**src/rtl/serial_pattern_tx_if.sv**
```systemverilog
// Handshake/line bundle for serial_pattern_tx; match_cnt exists only when TX_MATCH_COUNT_EN is defined.
interface serial_pattern_tx_if #(
  parameter int WIDTH = 16
);
  logic             start;
  logic [WIDTH-1:0] data;
  logic             repeat_en;
  logic             x;
  logic             valid;
  logic             last;
  logic             busy;
  logic [1:0]       outstate;
`ifdef TX_MATCH_COUNT_EN
  logic [7:0]       match_cnt;

  modport master (output start, data, repeat_en,
                  input  x, valid, last, busy, outstate, match_cnt);
  modport slave  (input  start, data, repeat_en,
                  output x, valid, last, busy, outstate, match_cnt);
`else
  modport master (output start, data, repeat_en,
                  input  x, valid, last, busy, outstate);
  modport slave  (input  start, data, repeat_en,
                  output x, valid, last, busy, outstate);
`endif
endinterface

```
**src/rtl/serial_pattern_tx.sv**
```systemverilog
// Serial bit-pattern transmitter: MSB-first frames, optional repeat with GAP idle bits.
// Optional macro TX_MATCH_COUNT_EN adds a golden overlapping-1101 counter on the line.
module serial_pattern_tx #(
  parameter int WIDTH = 16,
  parameter int GAP   = 2
) (
  input logic               clk,
  input logic               rst_n,
  serial_pattern_tx_if.slave bus
);

  localparam int CW = $clog2(WIDTH);
  localparam int GW = (GAP > 1) ? $clog2(GAP) : 1;
  localparam logic [CW-1:0] CNT_LOAD = CW'(WIDTH - 1);
  localparam logic [GW-1:0] GAP_LOAD = (GAP > 0) ? GW'(GAP - 1) : '0;

  typedef enum logic [1:0] {
    ST_IDLE  = 2'b00,
    ST_SHIFT = 2'b01,
    ST_GAP   = 2'b10
  } state_t;

  state_t           state, state_nxt;
  logic [WIDTH-1:0] shift_reg;
  logic [WIDTH-1:0] hold_reg;
  logic [CW-1:0]    bit_cnt;
  logic [GW-1:0]    gap_cnt;
  logic             accept;
  logic             reload;
  logic             gap_load;

  always_ff @(posedge clk or negedge rst_n) begin
    if (!rst_n) state <= ST_IDLE;
    else        state <= state_nxt;
  end

  always_comb begin
    state_nxt = state;
    accept    = 1'b0;
    reload    = 1'b0;
    gap_load  = 1'b0;
    case (state)
      ST_IDLE: begin
        if (bus.start) begin
          accept    = 1'b1;
          state_nxt = ST_SHIFT;
        end
      end
      ST_SHIFT: begin
        if (bit_cnt == '0) begin
          if (!bus.repeat_en) begin
            state_nxt = ST_IDLE;
          end else if (GAP > 0) begin
            gap_load  = 1'b1;
            state_nxt = ST_GAP;
          end else begin
            reload    = 1'b1;
          end
        end
      end
      ST_GAP: begin
        if (gap_cnt == '0) begin
          reload    = 1'b1;
          state_nxt = ST_SHIFT;
        end
      end
      default: state_nxt = ST_IDLE;
    endcase
  end

  // Counters stop at zero so they are always reloaded rather than wrapping.
  always_ff @(posedge clk or negedge rst_n) begin
    if (!rst_n) begin
      shift_reg <= '0;
      hold_reg  <= '0;
      bit_cnt   <= '0;
      gap_cnt   <= '0;
    end else begin
      if (accept) begin
        shift_reg <= bus.data;
        hold_reg  <= bus.data;
        bit_cnt   <= CNT_LOAD;
      end else if (reload) begin
        shift_reg <= hold_reg;
        bit_cnt   <= CNT_LOAD;
      end else if (state == ST_SHIFT) begin
        shift_reg <= {shift_reg[WIDTH-2:0], 1'b0};
        if (bit_cnt != '0) bit_cnt <= bit_cnt - 1'b1;
      end
      if (gap_load) begin
        gap_cnt <= GAP_LOAD;
      end else if (state == ST_GAP && gap_cnt != '0) begin
        gap_cnt <= gap_cnt - 1'b1;
      end
    end
  end

  assign bus.x        = (state == ST_SHIFT) & shift_reg[WIDTH-1];
  assign bus.valid    = (state == ST_SHIFT);
  assign bus.last     = (state == ST_SHIFT) && (bit_cnt == '0);
  assign bus.busy     = (state != ST_IDLE);
  assign bus.outstate = state;

`ifdef TX_MATCH_COUNT_EN
  logic [3:0] win;
  logic [3:0] win_nxt;
  logic [7:0] mcnt;

  // The pattern completing on the current bit is counted in that same cycle.
  assign win_nxt = {win[2:0], bus.x};

  always_ff @(posedge clk or negedge rst_n) begin
    if (!rst_n) begin
      win  <= '0;
      mcnt <= '0;
    end else if (accept) begin
      win  <= '0;
      mcnt <= '0;
    end else if (state != ST_IDLE) begin
      win <= win_nxt;
      if (win_nxt == 4'b1101 && mcnt != 8'hFF) mcnt <= mcnt + 8'd1;
    end
  end

  assign bus.match_cnt = mcnt;
`endif

endmodule

```
**src/flat_wrapper.sv**
```systemverilog
// flat-port wrapper written by rule: the top's interface ports become plain ports
module serial_pattern_tx_flat 
#(
  parameter int WIDTH = 16,
  parameter int GAP   = 2
)
  (clk, rst_n, bus_start, bus_data, bus_repeat_en, bus_x, bus_valid, bus_last, bus_busy, bus_outstate);
  serial_pattern_tx_if #(.WIDTH(WIDTH)) bus_i ();
  input logic clk;
  input logic rst_n;
  input wire logic [$bits(bus_i.start)-1:0] bus_start;
  input wire logic [$bits(bus_i.data)-1:0] bus_data;
  input wire logic [$bits(bus_i.repeat_en)-1:0] bus_repeat_en;
  output wire logic [$bits(bus_i.x)-1:0] bus_x;
  output wire logic [$bits(bus_i.valid)-1:0] bus_valid;
  output wire logic [$bits(bus_i.last)-1:0] bus_last;
  output wire logic [$bits(bus_i.busy)-1:0] bus_busy;
  output wire logic [$bits(bus_i.outstate)-1:0] bus_outstate;
  assign bus_i.start = bus_start;
  assign bus_i.data = bus_data;
  assign bus_i.repeat_en = bus_repeat_en;
  assign bus_x = bus_i.x;
  assign bus_valid = bus_i.valid;
  assign bus_last = bus_i.last;
  assign bus_busy = bus_i.busy;
  assign bus_outstate = bus_i.outstate;
  serial_pattern_tx #(.WIDTH(WIDTH), .GAP(GAP)) u_core (.clk(clk), .rst_n(rst_n), .bus(bus_i));
endmodule
```
**config.mk**
```make
export PLATFORM = sky130hd
export DESIGN_NAME = serial_pattern_tx_flat
export DESIGN_NICKNAME = d
export VERILOG_FILES = /design/src/rtl/serial_pattern_tx_if.sv /design/src/rtl/serial_pattern_tx.sv /design/src/flat_wrapper.sv
export SDC_FILE = /design/constraint.sdc
export NUM_CORES = 1
export LEC_CHECK = 0
export ABC_AREA = 1
export BUFFER_PORTS_ARGS = -buffer_cell sky130_fd_sc_hd__buf_2
export CORE_ASPECT_RATIO = 0.75
export CORE_UTILIZATION = 40
export CTS_CLUSTER_DIAMETER = 50
export CTS_CLUSTER_SIZE = 10
export DETAILED_ROUTE_END_ITERATION = 8
export PLACE_DENSITY = 0.7
export SYNTH_ARGS = -nofsm -noshare
export SYNTH_HDL_FRONTEND = slang
export SYNTH_SLANG_ARGS = --single-unit
```
**constraint.sdc**
```tcl
create_clock -name clk -period 1.7 [get_ports clk]
set_input_delay 0.51 -clock clk [delete_from_list [all_inputs] [get_ports clk]]
set_output_delay 0.51 -clock clk [all_outputs]
set_load 0.01 [all_outputs]
```
After elaboration in Yosys (flattened, before gate mapping)
Cells that the tools add are included.
Widths: inputs -> output; s select.

word-level totals
  memories = 0
  memory bits (writable) = 0
  output and inout port bits = 6
  bits of input ports = 20
  word-level logic and storage cells = 45
  memory bits (read-only) = 0
  register bits = 39
  bits in latches = 0

operators by class
  reductions and logical operators = 11
  $mul = 0
  div/mod/pow operators = 0
  multiplexer cells = 21
  equal/unequal tests = 5
  magnitude comparators = 0
  bitwise logic cells = 1
  shift operators = 0
  add/sub/neg operators = 2

operators by type and width
  operator             count
  $mux 16              3
  $mux 4               4
  $mux 1               9
  $mux 2               4
  $pmux 2 s3           1
  $reduce_bool 3->1    2
  $logic_not 4->1      1
  $ne 2x2->1 const B   2
  $reduce_bool 2->1    2
  $reduce_bool 4->1    1
  $sub 4x1->4 const B  1
  $reduce_and 3->1     1
  $eq 2x1->1 const B   1
  $eq 2x2->1 const B   1
  $logic_and 1x1->1    2
  $logic_not 2->1      1
  $ne 2x1->1 const B   1
  $reduce_and 2->1     1
  $and 1x1->1          1
  $sub 1x1->1 const B  1

Depth between registers and ports, before layout
  depth in word-level cells = 5
  gate-level depth with buffers = 8
  gate-level depth less buffers = 8

Worst setup path before layout
OpenSTA, ideal clock, no wires.

  kind = register -> output
  start = reg u_core.bit_cnt[0]
  end = out bus_last
  data arrival time = 0.868 ns
  stages on the path, launching flop included = 5
  slack = 0.322 ns
  path buffers = 0
  data required time = 1.190 ns
  cells stage by stage = dfrtp_1 inv_1 ha_1 nand2_1 nor2_1

on the way
  word-level cells in the longest chain between the ends = 2

ends and longest elaborated chain
  element                 RTL line                  source
  start, declared         serial_pattern_tx.sv:26   logic [CW-1:0] bit_cnt;
  start signal, assigned  serial_pattern_tx.sv:88   if (bit_cnt != '0) bit_cnt <= bit_cnt - 1'b1;
  $logic_not 4->1         serial_pattern_tx.sv:100  assign bus.last = (state == ST_SHIFT) && (bit_cnt == '0);
  $logic_and 1x1->1       serial_pattern_tx.sv:100
  end, declared           flat_wrapper.sv:16        output wire logic [$bits(bus_i.last)-1:0] bus_last;

Every way passes these cells.

Worst setup path in the final report
  start = reg u_core.bit_cnt[1]
  end = out bus_last

The elaborated chain is that of the path after synthesis.

==> out/qor.yml <==
run_status:
  status: "finished clean"
global_route:
  grt-ovfl-total: 0
  first_global_vias: 1466
  grt.total_usage_pct: 17.6
  grt_max_degree: 31
  grt_first_pass_wirelength_mm: 6.72
  antenna_found_initial: 0
place:
  gp_congestion: 0.740
  placed_area_um2: 2120
  dp_cells: 339
  portBuffers: 25
  hpwl_mm: 2.55
  place_ws_ns: 0.214
sta:
  finalCritPeriodShare_pct: 99.4
  setup_slack_ns: 0.0103
  period_minus_slack_ns: 1.69
  worst_pin_slew_ns: 0.271
  fin_skew_ns: 0.00257
  timing.hold.ws_ns: 0.0807
  relSlewSlack_pct: 82.0
  rsz0062_at_grt: "true"
  finalHoldViolCount: 0
  finalSetupViolations: 0
  tns_ns: 0
  fmax_ghz: 0.592
  drv_slew: 0
finish:
  antenna_cells: 0
  fin_cells: 348
  layout_common_cells: "nand2_1, inv_1, dfrtp_1"
  syn_to_final_growth_pct: 17.1
  utilization_pct: 49.6
  final_layout_size_suffix_gt1_share_pct: 18.9
  final_area_um2: 2260
  nets: 311
  final_common_cell: "nand2_1"
  nFillCells: 449
drt:
  ant_nets: 0
  drcViolationCount: 0
  routed_wl_mm: 3.91
  via_per_inst: 4.61
  drt_pass1_iterations: 4
  first_iter_violations: 52
  routedWlPerCell_um: 11.2
  vias: 1606
worst_setup_path:
  critical_path_class: "register to output pin"
  critPathRequiredTime_ns: 1.19
  start_kind: "register"
  end_kind: "output pin"
  cp_max_fo: 4
  cp.arrival_ns: 1.18
yosys:
  ys_seq_area_share_pct: 50.6
  syn_avg_cell_area_um2: 7.44
  syn_area_um2: 1930
  netlist-cell-type-count: 20
  mappedNetlistNets: 280
  yosysWarningCount: 0
  syn_inst: 259
  synth_seq_cells: 39
power:
  leakagePower_nw: 1.32
  pwr_density_cell_nw_per_um2: 1750
  power_mw: 3.94
  ir_drop_uv: 930
clock_network:
  max-clock-path-buffers: 2
  clock_latency_ns: 0.29
  clockRootBuffer: "clkbuf_8"
  cts_tree: "done"
  h-tree-depth: 2
  clk_pin_slew_ns: 0.07
  cts_buffers: 5
  clock-sinks: 39
die:
  dieWidth_um: 82.1
  dieArea_um2: 5100
  core_area_um2: 4550
  die_y_um: 62.1
  pin_count: 26
  initial_utilization_pct: 42.4
  rows: 21
worst_hold_path:
  hold_class: "input pin to asynchronous set/reset pin"
run:
  maxCapViolCount: 0
==> report_power, final <==
part,internal (mW),total (mW),switching [mW],leakage (nW)
combinational,0.663,1.68,1.02,0.810
sequential,1.36,1.56,0.197,0.462
clock,0.370,0.692,0.321,0.0515
total,2.40,3.94,1.54,1.32
==> synth_stat cells <==
cell,n,share of area [%]
xor2_1,1,0.45
inv_1,43,8.4
nand4_1,1,0.32
nand3_2,2,1.0
nand2_1,113,22
buf_6,2,1.2
dfrtp_1,39,51
o21ai_0,5,1.3
inv_4,1,0.32
nand2_4,2,1.2
nor3_1,1,0.26
a21oi_1,13,3.4
buf_2,4,1.0
a21oi_2,4,1.8
nand3_1,4,1.0
nor2_2,1,0.32
o211ai_1,1,0.39
ha_1,1,0.65
buf_4,1,0.39
nor2_1,20,3.9
==> critical path, cell delays in order (launching register included) <==
cell and delay (ns):
dfrtp_1 0.39, inv_2 0.08, ha_4 0.15, nand2_2 0.06
nor2_1 0.08, buf_2 0.13
==> area by class of cell <==
class / instances / area (µm²) / share of cell area, %
timing repair buffer: 31 / 183 / 8.10
sequential: 39 / 976 / 43.3
multi-input combinational: 169 / 758 / 33.6
inverter: 44 / 168 / 7.43
clock buffer: 8 / 100 / 4.44
tap: 57 / 71.3 / 3.16
==> what timing repair did <==
item / in CTS / in global routing
setup endpoints to repair: 3 / 4
gates cloned: 0 / 0
hold buffers: 0 / 0
buffers inserted: 0 / 1
pin swaps: 1 / 0
resized for setup: 8 / 1
==> metal layers <==
layer / share of wire (%) / GRT usage, % / up-vias
met2: 44 / 25.9 / 32
li1: - / - / 830
met3: 4.2 / 4.41 / 8
met5: 0 / 0 / -
met4: 1.4 / 6.58 / 0
met1: 50 / 24.8 / 736
==> path summary, 6_finish.rpt <==
kind	startpoint	to	slack (ns)	cells after the start
min in group clk	bus_data[3]	u_core.hold_reg[3]	0.42	3
max	u_core.bit_cnt[1]	bus_last	0.01	5
max reg2reg	u_core.bus.outstate[0]	u_core.shift_reg[0]	0.20	6
max in group asynchronous	rst_n	u_core.shift_reg[3]	1.08	2
min	rst_n	u_core.hold_reg[13]	0.08	1
min reg2reg	u_core.hold_reg[8]	u_core.hold_reg[8]	0.47	2
==> cell families after synthesis <==
logic type / Yosys count / share of synthesized area, %
flip-flops: 39 / 50.6
buffers and inverters: 51 / 11.3
AND/OR/NAND/NOR: 144 / 30.1
XOR/XNOR: 1 / 0.455
adder cells (fa/ha/maj): 1 / 0.649
AO/OA/AOI/OAI: 23 / 6.88
(Power assumes the default switching activity.)
